$ cat config.mk
export PLATFORM = sky130hd
export DESIGN_NAME = alu_adder_sequencer
export DESIGN_NICKNAME = d
export VERILOG_FILES = /design/src/rtl/alu_pkg.sv /design/src/rtl/alu_adder_half.sv /design/src/rtl/alu_adder_sequencer.sv
export SDC_FILE = /design/constraint.sdc
export NUM_CORES = 1
export LEC_CHECK = 0
export CAP_MARGIN = 5
export CORE_UTILIZATION = 45
export DETAILED_ROUTE_END_ITERATION = 8
export GPL_ROUTABILITY_DRIVEN = 0
export PLACE_DENSITY_LB_ADDON = 0.15
export SLEW_MARGIN = 20
export SYNTH_ARGS = -nofsm -noshare
export SYNTH_HDL_FRONTEND = slang
export SYNTH_SLANG_ARGS = --single-unit
export TNS_END_PERCENT = 1
$ cat constraint.sdc
create_clock -name clk -period 3.2 [get_ports clk]
set_clock_uncertainty 0.15 [all_clocks]
set_input_delay 0.48 -clock clk [delete_from_list [all_inputs] [get_ports clk]]
set_output_delay 0.48 -clock clk [all_outputs]
set_load 0.02 [all_outputs]
$ cat src/rtl/alu_pkg.sv
// Shared definitions for the nibble-serial adder sequencer.
package alu_pkg;

  localparam int NIBBLE_W = 4;

  typedef enum logic [1:0] {
    IDLE = 2'd0,
    RUN  = 2'd1,
    DONE = 2'd2
  } seq_state_t;

endpackage

$ cat src/rtl/alu_adder_half.sv
// 4-bit combinational adder slice; outputs are forced to zero when not enabled.
module alu_adder_half
  import alu_pkg::*;
(
  input  logic                en,
  input  logic [NIBBLE_W-1:0] a,
  input  logic [NIBBLE_W-1:0] b,
  input  logic                cin,
  output logic [NIBBLE_W-1:0] sum,
  output logic                cout
);

  logic [NIBBLE_W:0] total;

  // Full-width nibble add including carry; gated by enable.
  always_comb begin
    total = {1'b0, a} + {1'b0, b} + {{NIBBLE_W{1'b0}}, cin};
    if (!en) begin
      total = '0;
    end
  end

  assign sum  = total[NIBBLE_W-1:0];
  assign cout = total[NIBBLE_W];

endmodule

$ cat src/rtl/alu_adder_sequencer.sv
// WIDTH-bit add/subtract built from one 4-bit slice, one nibble per cycle, LSB first.
//
// state | meaning
// ------+--------------------------------------------------------------
// IDLE  | waiting for start; last result held
// RUN   | one nibble added per cycle, carry chained through carry_q
// DONE  | result valid, done pulsed; a start here is accepted directly
module alu_adder_sequencer
  import alu_pkg::*;
#(
  parameter int WIDTH = 16
) (
  input  logic             clk,
  input  logic             reset,
  input  logic             start,
  input  logic             sub,
  input  logic [WIDTH-1:0] a,
  input  logic [WIDTH-1:0] b,
  input  logic             carry_in,
  output logic             busy,
  output logic             done,
  output logic [WIDTH-1:0] result,
  output logic             carry_out,
  output logic             overflow,
  output logic             zero
);

  localparam int NIBBLES = WIDTH / NIBBLE_W;
  localparam int IDX_W   = (NIBBLES > 1) ? $clog2(NIBBLES) : 1;
  localparam logic [IDX_W-1:0] LAST_IDX = IDX_W'(NIBBLES - 1);

  if (((WIDTH % NIBBLE_W) != 0) || (WIDTH < 8)) begin : g_bad_width
    $error("alu_adder_sequencer: WIDTH must be a multiple of 4 and at least 8");
  end

  seq_state_t state_q, state_d;
  logic [IDX_W-1:0] idx_q, idx_d;
  logic [NIBBLES-1:0][NIBBLE_W-1:0] a_q, a_d;
  logic [NIBBLES-1:0][NIBBLE_W-1:0] beff_q, beff_d;
  logic [NIBBLES-1:0][NIBBLE_W-1:0] result_q, result_d;
  logic carry_q, carry_d;

  logic                nib_en;
  logic [NIBBLE_W-1:0] nib_sum;
  logic                nib_cout;

  alu_adder_half u_half (
    .en   (nib_en),
    .a    (a_q[idx_q]),
    .b    (beff_q[idx_q]),
    .cin  (carry_q),
    .sum  (nib_sum),
    .cout (nib_cout)
  );

  // Next-state: accept operands in IDLE/DONE, step one nibble per cycle in RUN.
  always_comb begin
    state_d  = state_q;
    idx_d    = idx_q;
    a_d      = a_q;
    beff_d   = beff_q;
    result_d = result_q;
    carry_d  = carry_q;
    nib_en   = 1'b0;
    case (state_q)
      RUN: begin
        nib_en          = 1'b1;
        result_d[idx_q] = nib_sum;
        carry_d         = nib_cout;
        idx_d           = idx_q + IDX_W'(1);
        if (idx_q == LAST_IDX) begin
          idx_d   = '0;
          state_d = DONE;
        end
      end
      IDLE, DONE: begin
        if (start) begin
          a_d      = a;
          beff_d   = sub ? ~b : b;
          carry_d  = carry_in;
          result_d = '0;
          idx_d    = '0;
          state_d  = RUN;
        end else begin
          state_d = IDLE;
        end
      end
      default: state_d = IDLE;
    endcase
  end

  // State and datapath registers with synchronous reset.
  always_ff @(posedge clk) begin
    if (reset) begin
      state_q  <= IDLE;
      idx_q    <= '0;
      a_q      <= '0;
      beff_q   <= '0;
      result_q <= '0;
      carry_q  <= 1'b0;
    end else begin
      state_q  <= state_d;
      idx_q    <= idx_d;
      a_q      <= a_d;
      beff_q   <= beff_d;
      result_q <= result_d;
      carry_q  <= carry_d;
    end
  end

  assign busy      = (state_q == RUN);
  assign done      = (state_q == DONE);
  assign result    = result_q;
  assign carry_out = carry_q;
  // Flags are decoded from held registers; overflow is suppressed while nibbles are in flight.
  assign overflow  = (state_q != RUN)
                   && (a_q[NIBBLES-1][NIBBLE_W-1] == beff_q[NIBBLES-1][NIBBLE_W-1])
                   && (result_q[NIBBLES-1][NIBBLE_W-1] != a_q[NIBBLES-1][NIBBLE_W-1]);
  assign zero      = (result_q == '0);

endmodule

After elaboration in Yosys (flattened, before gate mapping)
Cells that the tools add are included.

$add $sub $neg: 3. Multiply operators: 0. Div/mod/pow operators: 0. Order comparisons: 2. Equal/unequal tests: 8. Shifts and indexed selects: 0. Mux-type cells: 20. Bitwise logic cells: 1. Reduce and logical (&&, ||, !) cells: 9.

Operators by type and width (count): 16-bit 2-to-1 mux (2); 16-bit case mux with 2 select lines (1); 4-bit binary-select mux with 2-bit select (2); 16-bit bitwise mux (1); 16-bit zero test (1); 16-bit inverter (1); 4-bit 2-to-1 mux (3); 4-bit demux with 2-bit select (1); 2-bit case mux with 2 select lines (2); 2-bit 2-to-1 mux (3); 4-bit by 4-bit adder with 5-bit output (1); 5-bit by 1-bit adder with 5-bit output (1); 5-bit 2-to-1 mux (1); 2-bit equality test (second input constant) (2); 2-bit by 1-bit != test with 1-bit output (second input constant) (2); 2-bit AND reduction (2); 1-bit logical AND (3); 2-bit by 3-bit less-than comparator with 1-bit output (second input constant) (1); 1-bit 2-to-1 mux (3); 2-bit by 1-bit adder with 2-bit output (second input constant) (1); 2-bit by 1-bit equality test with 1-bit output (second input constant) (1); 2-bit by 1-bit greater-or-equal comparator with 1-bit output (second input constant) (1); 2-bit zero test (1); 2-bit != test (second input constant) (1); 5 further kinds (5).

Register bits after elaboration: 53. Latch bits: 0. Bits in writable memories: 0. Bits in read-only memories: 0. Input port bits: 37. Output and inout port bits: 21. Word-level logic and storage cells: 58. Memories: 0.

Longest topological paths before layout
Gate-level depths: netlist (run 1).

Depth in word-level cells: 7. Gate-level depth with buffers: 7. Gate-level depth less buffers: 6.

Cells and area by module
Synthesis (run 1) repeated with hierarchy kept, for this count alone.

Cells, all modules: 296. Area, all modules: 2631.3 µm².

By module, submodules not included: alu_adder_sequencer (times used 1, cells each 279, area an instance 2471.1 µm², sequential area each 1061.0 µm²); alu_adder_half (times used 1, cells each 17, area an instance 160.2 µm², sequential area each 0.0 µm²).

Least setup slack after synthesis (run 1)
No wires, ideal clock.

Kind: reg2reg. Start: register idx_q[0]. End: register result_q, in the netlist result[10]. Library setup time: 0.117 ns. Arrival: 2.396 ns. Required time: 2.933 ns. Slack: 0.537 ns. Stages on the path, launching flop included: 8. Path buffers: 1. Clock period less this slack: 2.663 ns. Cell sequence: dfxtp_1 > buf_4 > mux4_2 > fa_1 > fa_1 > xnor2_1 > nor3_2 > a32o_2.

Longest elaborated chain between the ends: 7. Elaborated cells on any way between the ends: 14. Classes of those cells: add/sub (2); order compare (2); mux (9); reduce/logical (1).

Ends and longest elaborated chain: from (decl) (RTL line alu_adder_sequencer.sv:37) `logic [IDX_W-1:0] idx_q, idx_d;`; from (signal assigned) (RTL line alu_adder_sequencer.sv:103) `idx_q <= idx_d;`; 4-bit binary-select mux with 2-bit select, on equally long branches (RTL line alu_adder_sequencer.sv:49, alu_adder_sequencer.sv:50); 4-bit 2-to-1 mux, on equally long branches (RTL line alu_adder_sequencer.sv:49, alu_adder_sequencer.sv:50); 4-bit by 4-bit adder with 5-bit output (RTL line alu_adder_half.sv:17) `total = {1'b0, a} + {1'b0, b} + {{NIBBLE_W{1'b0}}, cin};`; 5-bit by 1-bit adder with 5-bit output (RTL line alu_adder_half.sv:17); 5-bit 2-to-1 mux (RTL line alu_adder_half.sv:18) `if (!en) begin`; 16-bit bitwise mux (*) (RTL line alu_adder_sequencer.sv:68) `result_d[idx_q] = nib_sum;`; 16-bit case mux with 2 select lines (*) (RTL line alu_adder_sequencer.sv:65) `case (state_q)`; to (signal assigned) (RTL line alu_adder_sequencer.sv:106) `result_q <= result_d;`; to (decl) (RTL line alu_adder_sequencer.sv:40) `logic [NIBBLES-1:0][NIBBLE_W-1:0] result_q, result_d;`.

Every way passes the cells marked *; elsewhere a longest branch is shown, timed or not. The select of a mux whose other input is x is not followed. A chain may end at the register's enable or synchronous reset.

Worst setup path in the final report (run 1)
Ends and elaborated chain as after synthesis.

==> summary.md, run 1 <==
| Metric | Value |
|---|---|
| CP Max Fanout | 5 |
| Wire length per cell | between 10 and 15 microns |
| Worst-margin pin slew | around 0.66 ns |
| Fmax | 0.372 GHz |
| Yosys cell types | 40 |
| CTS Buf Count | 5 |
| DRC viols | 0 |
| Placed inst area | 0.00326 sq mm |
| # H-tree levels | 2 |
| Die Y-Extent | ~80 microns |
| Max Transition Viols Final | 0 |
| TritonCTS clock tree | done |
| Initial Util | a little under half |
| Tot GR Track Use | 20.1% |
| Die footprint | between 0.006 and 0.007 sq mm |
| Detailed Routing Iterations Pass 1 | 4 |
| Post-CTS Repair Setup Buffers | 0 |
| Maximum vdd ir drop | approximately 0.00022 V |
| Status | completed |
| Ant diodes | 0 |
| Post-synth EDFFs | 0 |
| Resized cells post-CTS | 0 |
| CP Launch Type | register |
| Largest net degree at the start of global routing | 37 |
| CTS max path bufs | 2 |
| Lkg Pwr | between 1 and 1.5 nW |
| Most frequent cells in the layout | clkdlybuf4s50_1 (56), dfxtp_1 (53), nand2_1 (43), a21oi_1 (27), nor2_1 (21) |
| Root buf cell | clkbuf_8 |
| Fin. Hold Viols | 0 |
| Worst Hold Class | reg2reg |
| Clock sink total | 53 |
| Num rows | 27 |
| Pwr dens | around 420 mW/mm^2 |
| CTS clk-pin slew, worst paths | roughly 0.09 ns |
| Layout cells sized above 1 | 14.0% |
| Total core area | between 0.005 and 0.006 sq mm |
| Crit path required time | around 3.3 ns |
| Crit end category | register |
| Setup violators final | 0 |
| Ys flop type | dfxtp_1 |
| WL final | slightly below 6 mm |
| Initial antenna violation count | 0 |
| FF+latch count, synth | 53 |
| TNS Setup | 0 ns |
| I/O Buffers | 57 |
| Unrepaired setup endpoints after global routing | false |
| Crit Path Class | reg2reg |
| Fin crit share | a little over four fifths |
| Vias in the first global route | 2007 |
| Post-DP HPWL | roughly 4.3 mm |
| Total grt overflow | 0 |
| Area Overhead vs Synth | 25.1% |
| Yosys Warn Count | 0 |
| Mean Syn Cell Area | between 9 and 10 sq um |
| NumNets Final | between 300 and 400 |
| Most common cell after layout, fill and taps aside | clkdlybuf4s50_1 |
| Mapped Cells | ~270 |
| Sequential fraction of the synthesis area | between 30% and 40% |
| Post-CTS Hold Buffers | 0 |
| Final ANT Viol Nets | 0 |
| Fin area | ~0.0033 sq mm |
| DR iter-0 viols | ~140 |
| Clk Latency, worst-skew pair | 0.30 ns |
| Async S/R FF share, synth | 0% |
| Fin crit period | 2.69 ns |
| First-pass GRT wire length | 9.70 mm |
| Syn Nets | about 320 |
| Die Span X | 79.1 microns |
| Synthesized area | around 0.0027 sq mm |
| Slew headroom | a little under three fifths |
| Vias/cell | about 5.3 |
| Max_cap viols | 0 |
| Worst path arrival time | between 2 and 3 ns |
| Io pins | between 50 and 60 |
| Via count | ~2100 |
[critical path, stage by stage (launching register included)]
cell and delay [ns]:
dfxtp_1 0.48, mux4_2 0.56, fa_1 0.45, fa_1 0.42, xnor2_1 0.19, nor3_2 0.08, a32o_2 0.27
[Yosys cell counts, types with 2 or more instances]
| cell | instances | share of area (%) |
|---|---|---|
| dfxtp_1 | 53 | 40 |
| nand2_1 | 43 | 6.0 |
| a21oi_1 | 27 | 5.1 |
| nor2_1 | 21 | 2.9 |
| xnor2_1 | 17 | 5.6 |
| a211oi_2 | 10 | 4.7 |
| buf_2 | 9 | 1.7 |
| nand3_1 | 9 | 1.7 |
| mux4_2 | 8 | 6.7 |
| buf_4 | 7 | 2.0 |
| ha_1 | 7 | 3.3 |
| a211oi_1 | 6 | 1.7 |
| a311o_1 | 4 | 1.5 |
| and3b_2 | 4 | 1.5 |
| nor4_1 | 4 | 0.94 |
| nor4b_1 | 4 | 1.3 |
| a21o_1 | 3 | 0.84 |
| a32o_1 | 3 | 1.1 |
| buf_6 | 3 | 1.3 |
| inv_1 | 3 | 0.42 |
| nand3b_2 | 3 | 1.3 |
| a2111oi_0 | 2 | 0.66 |
| a2111oi_1 | 2 | 0.75 |
| fa_1 | 2 | 1.5 |
| nand2b_1 | 2 | 0.47 |
| nand2b_4 | 2 | 1.0 |
[final cells by class]
type	instances	area, sq um
Multi-Input combinational cell	196	1470
Tap cell	72	90.1
Timing Repair Buffer	63	623
Inverter	3	11.3
Fill cell	522	2260
Sequential cell	53	1060
Clock buffer	7	86.3
[cell families after synthesis]
family                   after synthesis  synth area share, %
flip-flops                            53                 39.7
adder cells (fa/ha/maj)                9                 4.77
XOR/XNOR                              17                 5.57
multiplexers                           8                 6.74
AO/OA/AOI/OAI                         62                 17.7
buffers and inverters                 23                 5.47
AND/OR/NAND/NOR                      100                 20.0
[routing by layer]
layer,part of all wire [%],vias up,track usage [%]
met4,1.4,0,6.91
li1,-,1074,-
met5,0,-,0
met3,3.7,6,4.48
met2,46,46,30.9
met1,49,976,27.9
[through the flow]
step | setup WS, ns | cells | power (W) | util [%] | hold slack [ns]
6_report | 0.511 | 394 | 0.00140 | 59.7 | 0.307
5_1_grt | 0.338 | 394 | 0.00147 | 59.7 | 0.334
4_1_cts | 0.481 | 394 | 0.00142 | 59.7 | 0.312
3_5_place_dp | 0.495 | 387 | 0.00104 | 58.1 | 0.299
3_3_place_gp | 0.555 | 387 | 0.00104 | 58.1 | 0.291
2_1_floorplan | 0.537 | 272 | 0.000937 | - | 0.283
[registers in the layout, indices dropped and copies added, names as in the netlist]
register and count:
result 16, a_q 16, beff_q 16, carry_out 1
idx_q 2, state_q 2
[power by group]
group | internal, W | switching (W)
clock network | 0.000172 | 0.000209
logic | 0.000149 | 0.000148
registers | 0.000697 | 0.0000301
total | 0.00102 | 0.000387
[path summary, 6_finish.rpt]
check	from	end	slack [ns]	depth (start not counted)
setup reg to reg	idx_q[0]	result[10]	0.51	6
hold reg to reg	a_q[11]	a_q[11]	0.31	2
hold / removal	a_q[11]	a_q[11]	0.31	2
setup / recovery	idx_q[0]	result[10]	0.51	6
Power figures use the tool's default switching activity.
==> run 2, diff against run 1 <==
Clock period 3.2 ns to 2.3 ns, I/O delays scaled along.
==> run 2 against run 1 <==
Net effect: the run now ends with negative setup slack left; clock-buffer cell count fell by 1; first-iteration DRC count fell by 11%; cell area rose by 4.3%; cell count rose by 2.3%.
==> summary.md, run 2 (synthesis gave the netlist of run 1 again) <==
| Metric | Value |
|---|---|
| Crit end category | register |
| Layout cells sized above 1 | around a fifth |
| Pint | between 0.001 and 0.0015 W |
| Total grt overflow | 0 |
| Lkg Pwr | 1.30 nW |
| Clk network pwr share | a little over a quarter |
| DRC viols | 0 |
| Vias/cell | 5.33 |
| Fin area | approximately 0.0035 sq mm |
| Num rows | 27 |
| Ant diodes | 0 |
| Slew headroom | 67.0% |
| Fin crit period | around 2.4 ns |
| Max_cap viols | 0 |
| First-pass GRT wire length | roughly 10 mm |
| Status | complete, but fails checks |
| Post-CTS Repair Setup Buffers | 0 |
| # H-tree levels | 2 |
| Worst-margin pin slew | slightly below 0.5 ns |
| Via count | roughly 2100 |
| Die Span X | approximately 79 microns |
| Clk Latency, worst-skew pair | ~0.31 ns |
| Die footprint | around 0.0063 sq mm |
| CTS Buf Count | 5 |
| Die Y-Extent | roughly 80 microns |
| Area Overhead vs Synth | 30.5% |
| Fin crit share | 106% |
| Combinational Power Share | 22.7% |
| Post-DP HPWL | between 4 and 5 mm |
| Most frequent cells in the layout | clkdlybuf4s50_1 (54), dfxtp_1 (51), nand2_1 (43), a21oi_1 (26), nor2_1 (21) |
| CTS max path bufs | 2 |
| Setup violators final | 11 |
| Root buf cell | clkbuf_8 |
| Final worst slack | -0.131 ns |
| Initial Util | 47.7% |
| Switching pwr | about 0.00057 W |
| I/O Buffers | 57 |
| Max Transition Viols Final | 0 |
| Fmax | 0.411 GHz |
| Final Total Pwr | around 0.002 W |
| Largest net degree at the start of global routing | 25 |
| Worst path arrival time | about 2.5 ns |
| Most common cell after layout, fill and taps aside | clkdlybuf4s50_1 |
| WL final | 5.84 mm |
| CP Launch Type | register |
| Unrepaired setup endpoints after global routing | true |
| Reg area | about 0.0011 sq mm |
| Maximum vdd ir drop | between 0.0002 and 0.0003 V |
| Worst Hold Class | in2reg |
| Area of the multi-input gates | ~0.0015 sq mm |
| Placed inst area | 0.00335 sq mm |
| Io pins | 58 |
| Fin. Hold Viols | 0 |
| Non-Filler Instances | between 400 and 500 |
| CP Max Fanout | 5 |
| Final ANT Viol Nets | 0 |
| Tot GR Track Use | roughly a fifth |
| Vias in the first global route | between 2000 and 2500 |
| # fillers | ~510 |
| Placed cell count | 395 |
| Pwr dens | roughly 580 mW/mm^2 |
| CTS clk-pin slew, worst paths | about 0.1 ns |
| Total core area | between 0.005 and 0.006 sq mm |
| Failing checks | negative setup slack |
| Wire length per cell | about 15 microns |
| TritonCTS clock tree | done |
| Initial antenna violation count | 0 |
| DR iter-0 viols | 126 |
| Crit Path Class | reg2reg |
| Clock sink total | 53 |
| Reg power frac | approximately 50% |
| Detailed Routing Iterations Pass 1 | 4 |
| Sw Ratio | 28.2% |
| Crit path required time | 2.34 ns |
| NumNets Final | between 300 and 400 |
run 2: metrics by stage:
| step | setup slack (ns) | hold WS (ns) | util [%] | setup TNS (ns) |
|---|---|---|---|---|
| global route | -0.196 | 0.321 | 62.2 | -1.82 |
| detailed placement | -0.178 | 0.297 | 59.7 | -1.02 |
| global placement | -0.0861 | 0.294 | 59.7 | -0.585 |
| floorplan | -0.187 | 0.283 | - | -1.25 |
| finish | -0.131 | 0.299 | 62.2 | -0.892 |
| CTS | -0.133 | 0.287 | 61.6 | -0.923 |
run 2: layout make-up:
| type | count | share of cell area [%] |
|---|---|---|
| Clock buffer | 6 | 2.37 |
| Clock inverter | 2 | 0.395 |
| Inverter | 3 | 0.323 |
| Multi-Input combinational cell | 196 | 43.6 |
| Sequential cell | 53 | 30.6 |
| Tap cell | 72 | 2.58 |
| Timing Repair Buffer | 71 | 20.2 |
run 2: path summary, 6_finish.rpt:
check | from | endpoint | slack [ns] | cells after the start
setup / recovery | idx_q[0] | result[15] | -0.13 | 6
hold reg to reg | a_q[5] | a_q[5] | 0.31 | 2
setup reg to reg | idx_q[0] | result[15] | -0.13 | 6
hold / removal | reset | state_q[1] | 0.30 | 2
run 2: timing repair:
item,in CTS,in global routing
hold buffers,0,0
endpoints found under the setup margin,14,14
pin swaps,3,4
cloned,0,0
gates resized for setup,7,8
run 2: power groups by stage:
| stage | Clock, W | Combinational (W) | Sequential [W] |
|---|---|---|---|
| after floorplan | 0 | 0.000288 | 0.00102 |
| after global placement | 0 | 0.000441 | 0.00103 |
| after detailed placement | 0 | 0.000446 | 0.00102 |
| after CTS | 0.000561 | 0.000448 | 0.00100 |
| after global routing | 0.000610 | 0.000495 | 0.00101 |
| final | 0.000549 | 0.000455 | 0.00100 |
run 2: metal layers:
| layer | wire [microns] | up-vias | track usage [%] |
|---|---|---|---|
| met3 | 330 | 2 | 4.71 |
| li1 | - | 1089 | - |
| met2 | 2750 | 74 | 31.9 |
| met4 | 23 | 0 | 5.27 |
| met5 | 0 | - | 0 |
| met1 | 2740 | 982 | 27.7 |
run 2: worst max-delay path: stages (launching register included):
cell     delay (ns)
dfxtp_4        0.40
buf_4          0.13
mux4_2         0.54
ha_1           0.31
a21o_2         0.25
a21o_1         0.21
a311o_1        0.33
==> run 3, diff against run 2 <==
Settings changed: ABC_CLOCK_PERIOD_IN_PS set to 2300, DONT_BUFFER_PORTS set to 1, HOLD_SLACK_MARGIN set to 0.15.
==> run 3 against run 2 <==
Net effect: the run still ends with negative setup slack left; worst hold slack got worse by 0.15 ns; critical path depth unchanged; combinational power down 5.3%; clock-buffer cell count increased by 1; setup slack better by 0.036 ns; cell area shrank 3.6%; sequential cell count is the same; wire length grew 9.7%; total power rose by 1.2%; global-route usage is 1.6 points higher; largest cell class unchanged; largest power group unchanged; highest routed layer unchanged.
==> summary.md, run 3 (synthesis gave the netlist of run 1 again) <==
| Metric | Value |
|---|---|
| Place WS | -0.132 ns |
| Final worst slack | -0.0949 ns |
| Fin crit period | between 2 and 2.5 ns |
| Vias/cell | around 5.5 |
| Via count | 2192 |
| I/O Buffers | 0 |
| Switching pwr | around 0.00056 W |
| DR iter-0 viols | 106 |
| Most used cell, CP | fa_2 |
| Largest net degree at the start of global routing | 47 |
| DRC viols | 0 |
| Most frequent cells in the layout | dfxtp_1 (52), dlygate4sd3_1 (47), nand2_1 (43), a21oi_1 (26), nor2_1 (21) |
| Io pins | slightly below 60 |
| Vias in the first global route | 2062 |
| NumNets Final | between 300 and 400 |
| Max Transition Viols Final | 0 |
| Sw Ratio | between 20% and 30% |
| Die footprint | 0.00625 sq mm |
| Status | complete, but fails checks |
| Total grt overflow | 0 |
| Detailed Routing Iterations Pass 1 | 4 |
| Total core area | between 0.005 and 0.006 sq mm |
| CP Max Fanout | 5 |
| Worst path max stage delay | roughly 0.52 ns |
| CTS max path bufs | 2 |
| First-pass GRT wire length | 10.5 mm |
| # H-tree levels | 2 |
| Die Span X | roughly 80 microns |
| Pint | between 0.001 and 0.0015 W |
| Pwr dens | between 600 and 700 mW/mm^2 |
| Layout Utilization | between 50% and 60% |
| Die Y-Extent | between 70 and 80 microns |
| Wire length per cell | roughly 16 microns |
| Crit Path Class | reg2reg |
| Post-CTS Repair Setup Buffers | 0 |
| Clk network pwr share | 28.5% |
| Setup violators final | 9 |
| Crit path required time | about 2.4 ns |
| Fin. Hold Viols | 0 |
| Layout cells sized above 1 | between 10% and 20% |
| Initial Util | 47.7% |
| Clock sink total | 53 |
| Tot GR Track Use | between 20% and 30% |
| Slowest library cell on the worst path | mux4_2 |
| Worst path arrival time | between 2 and 2.5 ns |
| Crit end category | register |
| Non-Filler Instances | just under 400 |
| Root buf cell | clkbuf_8 |
| Failing checks | negative setup slack |
| Most common cell after layout, fill and taps aside | dfxtp_1 |
| Initial antenna violation count | 1 |
| Fmax | around 0.42 GHz |
| Worst Hold Class | in2reg |
| CTS clk-pin slew, worst paths | 0.09 ns |
| Area Overhead vs Synth | 25.8% |
| Reg power frac | around half |
| Slew headroom | 59.8% |
| Num rows | 27 |
| WL final | about 6.4 mm |
| Final Total Pwr | between 0.002 and 0.0025 W |
| Post-DP HPWL | around 4.2 mm |
| Critical-path cell list | mux4_2 > fa_2 > fa_2 > xnor2_2 > nor3_4 > a32o_2 |
| Final ANT Viol Nets | 0 |
| TNS Setup | -0.594 ns |
| CTS Buf Count | 5 |
| Lkg Pwr | between 1 and 1.5 nW |
| Worst-margin pin slew | 0.603 ns |
| Combinational Power Share | roughly a fifth |
| Max_cap viols | 0 |
| Unrepaired setup endpoints after global routing | true |
| TritonCTS clock tree | done |
| Placed cell count | 338 |
| Fin crit share | 104% |
| CP Launch Type | register |
| Clk Latency, worst-skew pair | between 0.3 and 0.4 ns |
| Maximum vdd ir drop | roughly 0.00036 V |
-- run 3: cell types whose count changed in the layout (fill, tap and decap cells not counted), moves of 3 or more --
cell,delta
clkdlybuf4s50_1,-54
dlygate4sd3_1,+47
a2111oi_1,+4
a2111oi_2,-4
buf_4,+3
-- run 3: critical path: cells and delay by family, from the launching register on --
family,cells,cell delay (ns)
fa+ha+maj,2,0.77
mux,1,0.52
flops,1,0.39
compound gates,1,0.21
xor+xnor,1,0.18
simple gates,1,0.07
-- run 3: what timing repair did --
action                                 CTS  global route
pin swaps                                2             1
resized for setup                        1             4
setup endpoints to repair               13            13
endpoints found under the hold margin   45             0
hold buffers                            48             0
-- run 3: power groups by stage --
stage / clock network (W) / registers (W) / logic (W)
2_1_floorplan: 0 / 0.00102 / 0.000288
3_3_place_gp: 0 / 0.00104 / 0.000317
3_5_place_dp: 0 / 0.00104 / 0.000322
4_1_cts: 0.000591 / 0.00102 / 0.000423
5_1_grt: 0.000638 / 0.00103 / 0.000470
6_report: 0.000579 / 0.00102 / 0.000431
-- run 3: worst paths after layout --
path	start	to	slack, ns	cells after the start
min	reset	result[2]	0.15	2
max	idx_q[0]	result[10]	-0.09	6
max reg2reg	idx_q[0]	result[10]	-0.09	6
min reg2reg	a_q[14]	a_q[14]	0.31	2
-- run 3: routing by layer --
layer  track usage, %  part of all wire (%)  up-vias
li1                 -                     -     1078
met1             30.6                    47     1053
met2             33.8                    48       53
met3             4.60                   4.7        8
met4             6.00                   1.1        0
met5                0                     0        -
-- run 3: final cells by class --
cell class / instances / area, sq um
multi-input combinational: 196 / 1500
clock inverter: 1 / 5.00
clock buffer: 7 / 96.3
timing repair buffer: 62 / 596
antenna: 1 / 2.50
sequential: 53 / 1060
fill: 504 / 2240
tap: 72 / 90.1
inverter: 3 / 11.3
-- run 3: stage by stage --
step / area, sq um / hold slack (ns)
floorplan: 2690 / 0.283
global placement: 2760 / 0.265
detailed placement: 2760 / 0.268
CTS: 3350 / 0.162
global route: 3360 / 0.154
finish: 3360 / 0.153
